$ cat src/rtl/match_event_logger.sv
// Logs the stream bit index of every qualified 1011-detector match into a small
// first-word-fall-through FIFO, with a saturating match counter and a sticky overflow flag.
module match_event_logger #(
    parameter int IDX_W = 16,
    parameter int CNT_W = 16,
    parameter int DEPTH = 8
) (
    input  logic                       clk,
    input  logic                       rst_n,
    input  logic                       en,
    input  logic                       match,
    input  logic                       clear,
    output logic                       evt_valid,
    input  logic                       evt_ready,
    output logic [IDX_W-1:0]           evt_idx,
    output logic [CNT_W-1:0]           match_count,
    output logic [$clog2(DEPTH):0]     fifo_level,
    output logic                       overflow
);
    localparam int PTR_W = $clog2(DEPTH);
    localparam int LVL_W = PTR_W + 1;

    logic [IDX_W-1:0] r_bit_idx;
    logic [CNT_W-1:0] r_count;
    logic [PTR_W-1:0] r_wr_ptr;
    logic [PTR_W-1:0] r_rd_ptr;
    logic [LVL_W-1:0] r_level;
    logic             r_overflow;
    logic [IDX_W-1:0] r_mem [DEPTH];

    logic             w_push_req;
    logic             w_valid;
    logic             w_full;
    logic             w_pop;
    logic             w_push;
    logic [LVL_W-1:0] w_level_next;

    assign w_push_req = en & match;
    assign w_valid    = (r_level != '0);
    assign w_full     = (r_level == LVL_W'(DEPTH));
    assign w_pop      = w_valid & evt_ready;
    // A full FIFO still accepts a push when the head is being popped in the same cycle.
    assign w_push     = w_push_req & (~w_full | w_pop);

    always_comb begin
        w_level_next = r_level;
        if (w_push && !w_pop) begin
            w_level_next = r_level + LVL_W'(1);
        end else if (w_pop && !w_push) begin
            w_level_next = r_level - LVL_W'(1);
        end
    end

    always_ff @(posedge clk or negedge rst_n) begin
        if (!rst_n) begin
            r_bit_idx  <= '0;
            r_count    <= '0;
            r_wr_ptr   <= '0;
            r_rd_ptr   <= '0;
            r_level    <= '0;
            r_overflow <= 1'b0;
        end else if (clear) begin
            r_bit_idx  <= '0;
            r_count    <= '0;
            r_wr_ptr   <= '0;
            r_rd_ptr   <= '0;
            r_level    <= '0;
            r_overflow <= 1'b0;
        end else begin
            if (en) begin
                r_bit_idx <= r_bit_idx + IDX_W'(1);
            end
            if (w_push_req && (r_count != '1)) begin
                r_count <= r_count + CNT_W'(1);
            end
            if (w_push_req && !w_push) begin
                r_overflow <= 1'b1;
            end
            if (w_push) begin
                r_wr_ptr <= r_wr_ptr + PTR_W'(1);
            end
            if (w_pop) begin
                r_rd_ptr <= r_rd_ptr + PTR_W'(1);
            end
            r_level <= w_level_next;
        end
    end

    // Storage carries no reset; stale contents are hidden because the output is gated by valid.
    always_ff @(posedge clk) begin
        if (w_push && !clear) begin
            r_mem[r_wr_ptr] <= r_bit_idx;
        end
    end

    assign evt_valid   = w_valid;
    assign evt_idx     = w_valid ? r_mem[r_rd_ptr] : '0;
    assign match_count = r_count;
    assign fifo_level  = r_level;
    assign overflow    = r_overflow;
endmodule

$ cat config.mk
export PLATFORM = sky130hd
export DESIGN_NAME = match_event_logger
export DESIGN_NICKNAME = d
export VERILOG_FILES = /design/src/rtl/match_event_logger.sv
export SDC_FILE = /design/constraint.sdc
export NUM_CORES = 1
export LEC_CHECK = 0
export CAP_MARGIN = 40
export CORE_AREA = 2 2 98 138
export DETAILED_ROUTE_END_ITERATION = 8
export DIE_AREA = 0 0 100 140
export PLACE_DENSITY = 0.76
export SYNTH_ARGS = -nofsm -noshare
export SYNTH_HDL_FRONTEND = slang
export SYNTH_SLANG_ARGS = --single-unit
$ cat constraint.sdc
create_clock -name clk -period 7.5 [get_ports clk]
set_input_delay 1.125 -clock clk [delete_from_list [all_inputs] [get_ports clk]]
set_output_delay 1.125 -clock clk [all_outputs]
set_load 0.1 [all_outputs]
==> metrics, run 1 <==
# resized after CTS=0; post-synthesis net count=466; placed cell areas=~8500 sq um; static leakage=3.16 nW; Die Wd=roughly 100 um; Final #Nets=560; cell taking the most area after synthesis=edfxtp_1; Clock Latency Late Sink=0.42 ns; Slew HR=0.422; share of the synthesized area in the top cell type=0.532; Final WS setup=~3.4 ns; period utilization=0.552; crit path kind=reg -> out; final core utilization=0.713; initial antenna violation count=0; synth cell count leaders=edfxtp_1, nor2_1, dfrtp_1; register area share after synthesis=0.681; RSZ-0062 raised after global routing=no; H-Tree Depth=4; Clock transition at path regs=0.06 ns; vias in the first global route=4372; number of flops mapped to enable cells by yosys=128; die area=between 10000 and 15000 sq um; Reg2Reg Depth=11; Syn Area/Cell=15.9 sq um; synth top area cells=edfxtp_1, dfrtp_1, mux4_2; min Tclk post-route=4.14 ns; Worst EP arrival=3.02 ns; Min Hold Slack=0.557 ns; Synth Instances=453; R2R Setup Slk=4.60 ns; Antenna Nets Post-Route=0; synthesized cell area=approximately 7200 sq um; Vias=4219; TNS Setup=0 ns; final max-slew violation count=0; DRT Wirelength=~14 mm; hpwl dp=9.04 mm; GP Congestion=0.807; design area=between 9000 and 10000 sq um; Avg WL per Cell=20.0 um; Setup violations, final=0; post-synth cell types=45; Main synth FF type=edfxtp_1; antenna cell count=0; Crit Path Max Fanout=20; core area=~13000 sq um; async set-reset flop share out of synthesis=0.251; total power=between 2 and 3 mW; Finished Layout Cells=713; Die Span Y=140 um; Initial DRT Pass Iterations=6; final-layout fill cell count=784; clock skew=0.00952 ns; HP Class=reg -> reg; drt via density=5.92; Cells after DPL=681; num rows=49; maximum capacitance violations=0; DRC Markers=0; maximum VDD drop=0.000272 V; Slew @ Worst Pin=0.867 ns; # IOs=44; Final Hold Viols=0; initial DRC count=321; CP endpoint kind=output port; dpl ws=~3.3 ns; PD cells=327 nW/um^2; hold path depth=2; reg-to-reg startpoint=fifo_level[1]$_DFFE_PN0P_; R2R Path End=fifo_level[3]$_DFFE_PN0P_; Port Buf Inserts=43; Hold EP=overflow$_DFFE_PN0P_; WP data required=6.38 ns; Layout area overhead=25.9%; count leader, synth=edfxtp_1; Overflow after GRT=0; largest net degree at the start of global routing=50; status=finished clean; TritonCTS Buffers=17; Achievable Freq=between 200 and 250 MHz; synth warn=0; first-pass GRT wire length=23.1 mm; Starting Density=0.566; Hold-fix buffers, CTS=0; layout cell share with drive strength beyond 1=0.234; clock sink count=171; Setup Buffers After CTS=0; root buffer cell=clkbuf_16; synthesized flop and latch total=~170; hold path startpoint=overflow$_DFFE_PN0P_; GRT Util Overall=0.221; Max clock buf depth=2; Startpoint Class=flip-flop; CTS tree=built
[layout by cell type, fill, tap and decap left out, drive strengths merged, types with 5 or more instances in the layout]
cell           Yosys  routed
clkdlybuf4s50      0      42
clkinv             0       5
mux2i             20      20
edfxtp           128     128
nand4             10      10
nand2             14      14
a21oi              6       6
mux2               5       5
nor2              68      68
nor4               6       6
dfrtp             43      43
nor3               9       9
inv               10      14
mux4              32      32
xor2              14      14
nand3             14      14
buf                9      52
ha                 6       6
xnor2             14      14
clkbuf            10      23
[cell type report]
type / instances / area, sq um / share of cell area
sequential: 171 / 4920 / 0.542
clock inverter: 9 / 76.3 / 0.00840
clock buffer: 23 / 509 / 0.0560
tap: 153 / 191 / 0.0211
multi-input combinational: 253 / 2200 / 0.242
timing repair buffer: 94 / 1150 / 0.127
inverter: 10 / 37.5 / 0.00413
[metal layers]
metal  wire length (um)  part of all wire  track usage
met5                  0                 0            0
met4                187             0.013       0.0699
met3                724             0.051       0.0444
met2               7680              0.54        0.389
met1               5690              0.40        0.275
[worst max-delay path: stages (launching register included)]
cell and delay (ns):
dfrtp_2 0.67, buf_4 0.48, mux4_2 0.58, mux2i_1 0.15, nor2_1 0.06, clkdlybuf4s50_1 0.46, buf_8 0.19
[logic make-up after synthesis]
| group | after synthesis | synth area share |
|---|---|---|
| multiplexers | 57 | 0.135 |
| adder cells (fa/ha/maj) | 7 | 0.0132 |
| flip-flops | 171 | 0.681 |
| AND/OR/NAND/NOR | 140 | 0.0976 |
| XOR/XNOR | 28 | 0.0340 |
| buffers and inverters | 29 | 0.0166 |
| AO/OA/AOI/OAI | 21 | 0.0220 |
[report_power, final]
group / leakage, nW / switching, mW / internal, mW
clock: 0.290 / 0.358 / 0.486
combinational: 1.18 / 0.629 / 0.403
sequential: 1.69 / 0.0607 / 1.03
total: 3.16 / 1.05 / 1.92
[worst max path at each step]
stage                               from                    end  slack [ns]
2_1_floorplan  fifo_level[3]$_DFFE_PN0P_            evt_idx[10]        3.51
3_3_place_gp     r_rd_ptr[0]$_DFFE_PN0P_             evt_idx[6]        3.41
3_5_place_dp                          en  r_mem[6][0]$_DFFE_PP_        3.33
4_1_cts          r_rd_ptr[0]$_DFFE_PN0P_             evt_idx[1]        3.28
5_1_grt          r_rd_ptr[0]$_DFFE_PN0P_             evt_idx[1]        3.16
6_report         r_rd_ptr[0]$_DFFE_PN0P_             evt_idx[0]        3.36
[sequential cells by signal (all words and copies together) (netlist names)]
name	count
r_mem	128
r_bit_idx	16
overflow	1
match_count	16
fifo_level	4
r_rd_ptr	3
r_wr_ptr	3
Power figures use the tool's default switching activity.
==> inputs of run 2 (changes only) <==
==> constraint.sdc (replaced) <==
create_clock -name clk -period 4.14 [get_ports clk]
set_input_delay 0.621 -clock clk [delete_from_list [all_inputs] [get_ports clk]]
set_output_delay 0.621 -clock clk [all_outputs]
set_load 0.1 [all_outputs]
==> run 2 against run 1 <==
Effect of this change:
- cell count decreased by 2.1%
- setup slack got worse by 2.4 ns
- sequential share of layout area increased by 1.8 points
- clock power increased by 84%
- die area unchanged
- utilization decreased by 2.3 points
- largest power group unchanged
- clock skew increased by 0.00084 ns
- critical endpoint is now fifo_level[3]$_DFFE_PN0P_
- critical path depth increased by 4
==> metrics, run 2 (synthesis results as in run 1) <==
Slew @ Worst Pin=0.749 ns (-0.118 ns); Die Span Y=140 um (unchanged); GRT Util Overall=0.219 (-0.00222); Largest register FFs=128 (unchanged); final-layout fill cell count=826 (+5.4%); core area=12800 sq um (unchanged); Hold-fix buffers, CTS=0 (unchanged); area of the multi-input gates=2190 sq um (-0.28%); layout cell share with drive strength beyond 1=0.242 (+0.00827); status=finished clean; Setup Buffers After CTS=0 (unchanged); initial DRC count=216 (-33%); die area=14000 sq um (unchanged); RSZ-0062 raised after global routing=no; maximum capacitance violations=0 (unchanged); Vias=4085 (-3.2%); Most flops, register=r_mem; Setup violations, final=0 (unchanged); DRT Wirelength=14.2 mm (-0.31%); Worst EP arrival=3.56 ns (+0.54 ns); Final Hold Viols=0 (unchanged); num rows=49 (unchanged); Crit Path Max Fanout=14 (-30%); Clock transition at path regs=0.07 ns (about the same); PD cells=578 nW/um^2 (+77%); dpl ws=0.534 ns (-2.79 ns); DRC Markers=0 (unchanged); CP endpoint kind=flip-flop; drt via density=5.85 (-1.1%); HP Class=in -> async; vias in the first global route=4379 (+0.16%); commonest non-fill, non-tap cell in the layout=edfxtp_1; maximum VDD drop=0.000502 V (+84%); clock sink count=171 (unchanged); Slew HR=0.501 (+0.0784); Max clock buf depth=2 (unchanged); largest net degree at the start of global routing=47 (-6.0%); clock skew=0.0104 ns (+0.000840 ns); Die Wd=100 um (unchanged); antenna cell count=0 (unchanged); Achievable Freq=310 MHz; crit path kind=in -> reg; GP Congestion=0.848 (+5.0%); Initial DRT Pass Iterations=5 (-1); TNS Setup=0 ns (unchanged); Port Buf Inserts=43 (unchanged); # resized after CTS=0 (unchanged); min Tclk post-route=3.23 ns; first-pass GRT wire length=22.8 mm (-1.3%); Final #Nets=545 (-2.7%); initial antenna violation count=0 (unchanged); Layout area overhead=21.7%; placed cell areas=8210 sq um (-3.5%); Overflow after GRT=0 (unchanged); Avg WL per Cell=20.4 um (+1.8%); static leakage=3.07 nW (-2.8%); root buffer cell=clkbuf_16; period utilization=0.779; Starting Density=0.566 (unchanged); final max-slew violation count=0 (unchanged); WP data required=4.47 ns (-1.91 ns); Startpoint Class=input pin; TritonCTS Buffers=17 (unchanged); Clock Latency Late Sink=0.43 ns (about the same); H-Tree Depth=4 (unchanged); Final WS setup=0.913 ns (-2.45 ns); sequential cell area=4920 sq um (about the same); design area=8790 sq um (-3.3%); hpwl dp=9.02 mm (-0.18%); CTS tree=built; most frequent cells in the layout=edfxtp_1, nor2_1, dfrtp_1, mux4_2, buf_4; # IOs=44 (unchanged); Antenna Nets Post-Route=0 (unchanged)
-- run 2: cell count changes in the layout (fill, tap and decap cells not counted), moves of 2 or more --
cell and delta:
buf_4 +18, buf_8 -17, clkdlybuf4s50_1 -16, clkbuf_8 -4
clkinv_2 +3, inv_6 +2
-- run 2: cell type report --
class	count	share of cell area
repair buffers	79	0.0985
inverters	10	0.00427
flip-flops and latches	171	0.560
multi-input cells	253	0.249
clock buffers	18	0.0512
well taps	153	0.0218
clock inverters	14	0.0151
-- run 2: final timing paths --
check / from / to / slack, ns / cells past startpoint
min: rst_n / match_count[7]$_DFFE_PN0P_ / 0.04 / 1
max reg2reg: fifo_level[1]$_DFFE_PN0P_ / fifo_level[3]$_DFFE_PN0P_ / 1.23 / 11
max: en / fifo_level[3]$_DFFE_PN0P_ / 0.91 / 10
min in group clk: overflow$_DFFE_PN0P_ / overflow$_DFFE_PN0P_ / 0.53 / 2
min reg2reg: overflow$_DFFE_PN0P_ / overflow$_DFFE_PN0P_ / 0.53 / 2
max in group asynchronous: rst_n / r_rd_ptr[0]$_DFFE_PN0P_ / 3.61 / 2
-- run 2: layer usage --
layer	vias to the layer above	wire length [um]	part of all wire	track usage
met1	2085	5640	0.40	0.269
li1	1871	-	-	-
met4	0	328	0.023	0.0887
met2	102	7730	0.54	0.380
met3	27	527	0.037	0.0434
met5	-	0	0	0
-- run 2: report_power, final --
group	total, mW	switching (mW)	internal [mW]
logic	1.60	1.12	0.475
clock network	1.55	0.671	0.874
registers	1.94	0.0712	1.87
-- run 2: metrics by stage --
stage	hold WS [ns]	util	cells	power (mW)
after floorplan	0.325	-	453	3.19
after global placement	0.486	0.613	642	3.49
after detailed placement	0.496	0.644	666	3.59
after CTS	0.0330	0.689	698	5.12
after global routing	0.0490	0.689	698	5.25
final	0.0392	0.689	698	5.08
-- run 2: worst max-delay path, stage by stage --
cell,delay (ns)
clkdlybuf4s50_1,0.68
nand2_2,0.27
a31o_2,0.34
nand2b_1,0.21
ha_1,0.34
a21oi_1,0.20
nand2_1,0.12
or3_1,0.36
a21o_1,0.19
a31oi_1,0.21
==> inputs of run 3 (changes only) <==
--- a/config.mk
+++ b/config.mk
@@ -6,10 +6,10 @@
 export NUM_CORES = 1
 export LEC_CHECK = 0
 export CAP_MARGIN = 40
-export CORE_AREA = 2 2 98 138
+export CORE_AREA = 2 2 102 144
 export DETAILED_ROUTE_END_ITERATION = 8
-export DIE_AREA = 0 0 100 140
-export PLACE_DENSITY = 0.76
+export DIE_AREA = 0 0 104 146
+export PLACE_DENSITY = 0.74
 export SYNTH_ARGS = -nofsm -noshare
 export SYNTH_HDL_FRONTEND = slang
 export SYNTH_SLANG_ARGS = --single-unit
==> constraint.sdc (replaced) <==
create_clock -name clk -period 2.8 [get_ports clk]
set_input_delay 0.42 -clock clk [delete_from_list [all_inputs] [get_ports clk]]
set_output_delay 0.42 -clock clk [all_outputs]
set_load 0.1 [all_outputs]
==> run 3 against run 2 <==
Effect of this change:
- sequential power increased by 49%
- combinational power increased by 72%
- critical path type is now reg -> out
- sequential share of layout area increased by 0.21 points
- hold slack improved by 0.020 ns
- sequential cell count unchanged
- cell count increased by 2.3%
- setup slack got worse by 0.74 ns
==> metrics, run 3 (synthesis results as in run 1) <==
Achievable Freq=381 MHz; initial DRC count=320 (+48%); Clock transition at path regs=0.07 ns (about the same); Final Hold Viols=0 (unchanged); crit-path leading delay family=multiplexers; initial antenna violation count=0 (unchanged); commonest non-fill, non-tap cell in the layout=edfxtp_1; Layout area overhead=21.6%; Final #Nets=529 (-2.9%); CTS tree=built; reg-to-reg startpoint=fifo_level[1]$_DFFE_PN0P_; Cells after DPL=682 (+2.4%); GP Congestion=0.806 (-4.9%); Crit Path Max Fanout=12 (-2); CP bufs+invs=2 (+1); core area=13800 sq um (+8.1%); routing usage on met3=0.0367 (-0.00669); hpwl dp=8.88 mm (-1.6%); layout cell share with drive strength beyond 1=0.282 (+0.0395); Overflow after GRT=0 (unchanged); static leakage=3.05 nW (-0.80%); WP data required=2.38 ns (-2.09 ns); met2 usage=0.360 (-0.0199); design area=8780 sq um (-0.13%); first-pass GRT wire length=23.0 mm (+0.64%); clock sink count=171 (unchanged); H-Tree Depth=4 (unchanged); Worst EP arrival=2.21 ns (-1.35 ns); DRT Wirelength=14.1 mm (-0.79%); clock skew=0.0104 ns (+0.0000488 ns); # resized after CTS=0 (unchanged); Die Wd=104 um (+4.0%); maximum capacitance violations=0 (unchanged); Antenna Nets Post-Route=0 (unchanged); period utilization=0.938; final max-slew violation count=0 (unchanged); final-layout fill cell count=989 (+20%); Setup violations, final=0 (unchanged); CP endpoint kind=output port; Avg WL per Cell=19.8 um (-3.0%); Port Buf Inserts=43 (unchanged); Setup Buffers After CTS=0 (unchanged); die area=15200 sq um (+8.5%); Startpoint Class=flip-flop; HP Class=in -> async; Max clock buf depth=2 (unchanged); crit path kind=reg -> out; grt peak-use layer=met2; routing usage on met1=0.227 (-0.0415); Largest register FFs=128 (unchanged); antenna cell count=0 (unchanged); crit path cell chain=buf_12 -> mux4_2 -> mux2i_1 -> nor2_1 -> buf_12; PD cells=896 nW/um^2 (+55%); Finished Layout Cells=714 (+2.3%); status=finished clean; TritonCTS Buffers=17 (unchanged); GRT Util Overall=0.200 (-0.0190); CP max stage delay=0.61 ns (-0.07 ns); vias in the first global route=4411 (+0.73%); Initial DRT Pass Iterations=4 (-1); most used cell, CP=buf_12; RSZ-0062 raised after global routing=no; R2R Path End=fifo_level[3]$_DFFE_PN0P_; Hold-fix buffers, CTS=0 (unchanged); # IOs=44 (unchanged); Die Span Y=146 um (+4.3%); Most flops, register=r_mem; Reg2Reg Depth=10 (-1); num rows=51 (+4.1%); DRC Markers=0 (unchanged); Slew HR=0.517 (+0.0167); most frequent cells in the layout=edfxtp_1, nor2_1, dfrtp_1, buf_4, mux4_2; placed cell areas=8210 sq um (about the same); largest net degree at the start of global routing=43 (-8.5%); Vias=4060 (-0.61%); min Tclk post-route=2.63 ns; Starting Density=0.524 (-0.0424); CP max-delay cell=dfrtp_2; Slew @ Worst Pin=0.724 ns (-0.0251 ns); root buffer cell=clkbuf_16; R2R Setup Slk=0.28 ns (-0.95 ns); Clock Latency Late Sink=0.42 ns (about the same); maximum VDD drop=0.000661 V (+32%); drt via density=5.69 (-2.8%)
[run 3: changes by cell type in the layout (fill, tap and decap cells not counted), sizes merged]
cell           previous run  this run
clkinvlp                  0         2
clkinv                    8         5
buf                      53        59
clkdlybuf4s50            26         4
bufinv                    1         2
[run 3: area by class of cell]
type / instances / area [sq um] / area share
sequential: 171 / 4930 / 0.562
multi-input combinational: 253 / 2230 / 0.254
timing repair buffer: 63 / 768 / 0.0875
clock buffer: 18 / 429 / 0.0489
tap: 185 / 231 / 0.0264
clock inverter: 14 / 136 / 0.0155
inverter: 10 / 51.3 / 0.00584
[run 3: how the worst max path moves through the flow]
stage,startpoint,endpoint,slack (ns),cells past startpoint
after global routing,r_rd_ptr[0]$_DFFE_PN0P_,evt_idx[8],0.04,5
after CTS,r_rd_ptr[0]$_DFFE_PN0P_,evt_idx[6],0.12,5
final,r_rd_ptr[0]$_DFFE_PN0P_,evt_idx[6],0.17,5
after floorplan,r_rd_ptr[1]$_DFFE_PN0P_,evt_idx[2],-0.08,5
after detailed placement,evt_ready,fifo_level[3]$_DFFE_PN0P_,0.09,10
after global placement,en,fifo_level[3]$_DFFE_PN0P_,0.16,10
[run 3: worst register-to-register path, cell delays in order (launching register included)]
cell and delay, ns:
dfrtp_4 0.52, nor4_4 0.31, bufinv_8 0.24, nand2_2 0.11
nand2b_4 0.08, ha_4 0.23, a21oi_1 0.14, nand2_1 0.11
or3_1 0.35, a21o_1 0.18, a31oi_1 0.17
[run 3: stage by stage]
stage	TNS [ns]	setup slack (ns)	total power [mW]	util	hold slack (ns)
6_report	0	0.173	7.86	0.637	0.0590
5_1_grt	0	0.0366	8.15	0.637	0.101
4_1_cts	0	0.119	7.94	0.637	0.0681
3_5_place_dp	0	0.0941	5.72	0.596	0.492
3_3_place_gp	0	0.165	5.69	0.596	0.489
2_1_floorplan	-0.734	-0.0753	4.82	-	0.124
[run 3: routing by layer]
layer	share of wire	vias to the layer above
li1	-	1847
met1	0.38	2044
met2	0.55	141
met3	0.053	28
met4	0.026	0
met5	0	-
[run 3: power by group]
part / internal [mW] / switching (mW) / total, mW
sequential: 2.77 / 0.116 / 2.89
clock: 1.25 / 0.983 / 2.23
combinational: 1.02 / 1.73 / 2.75
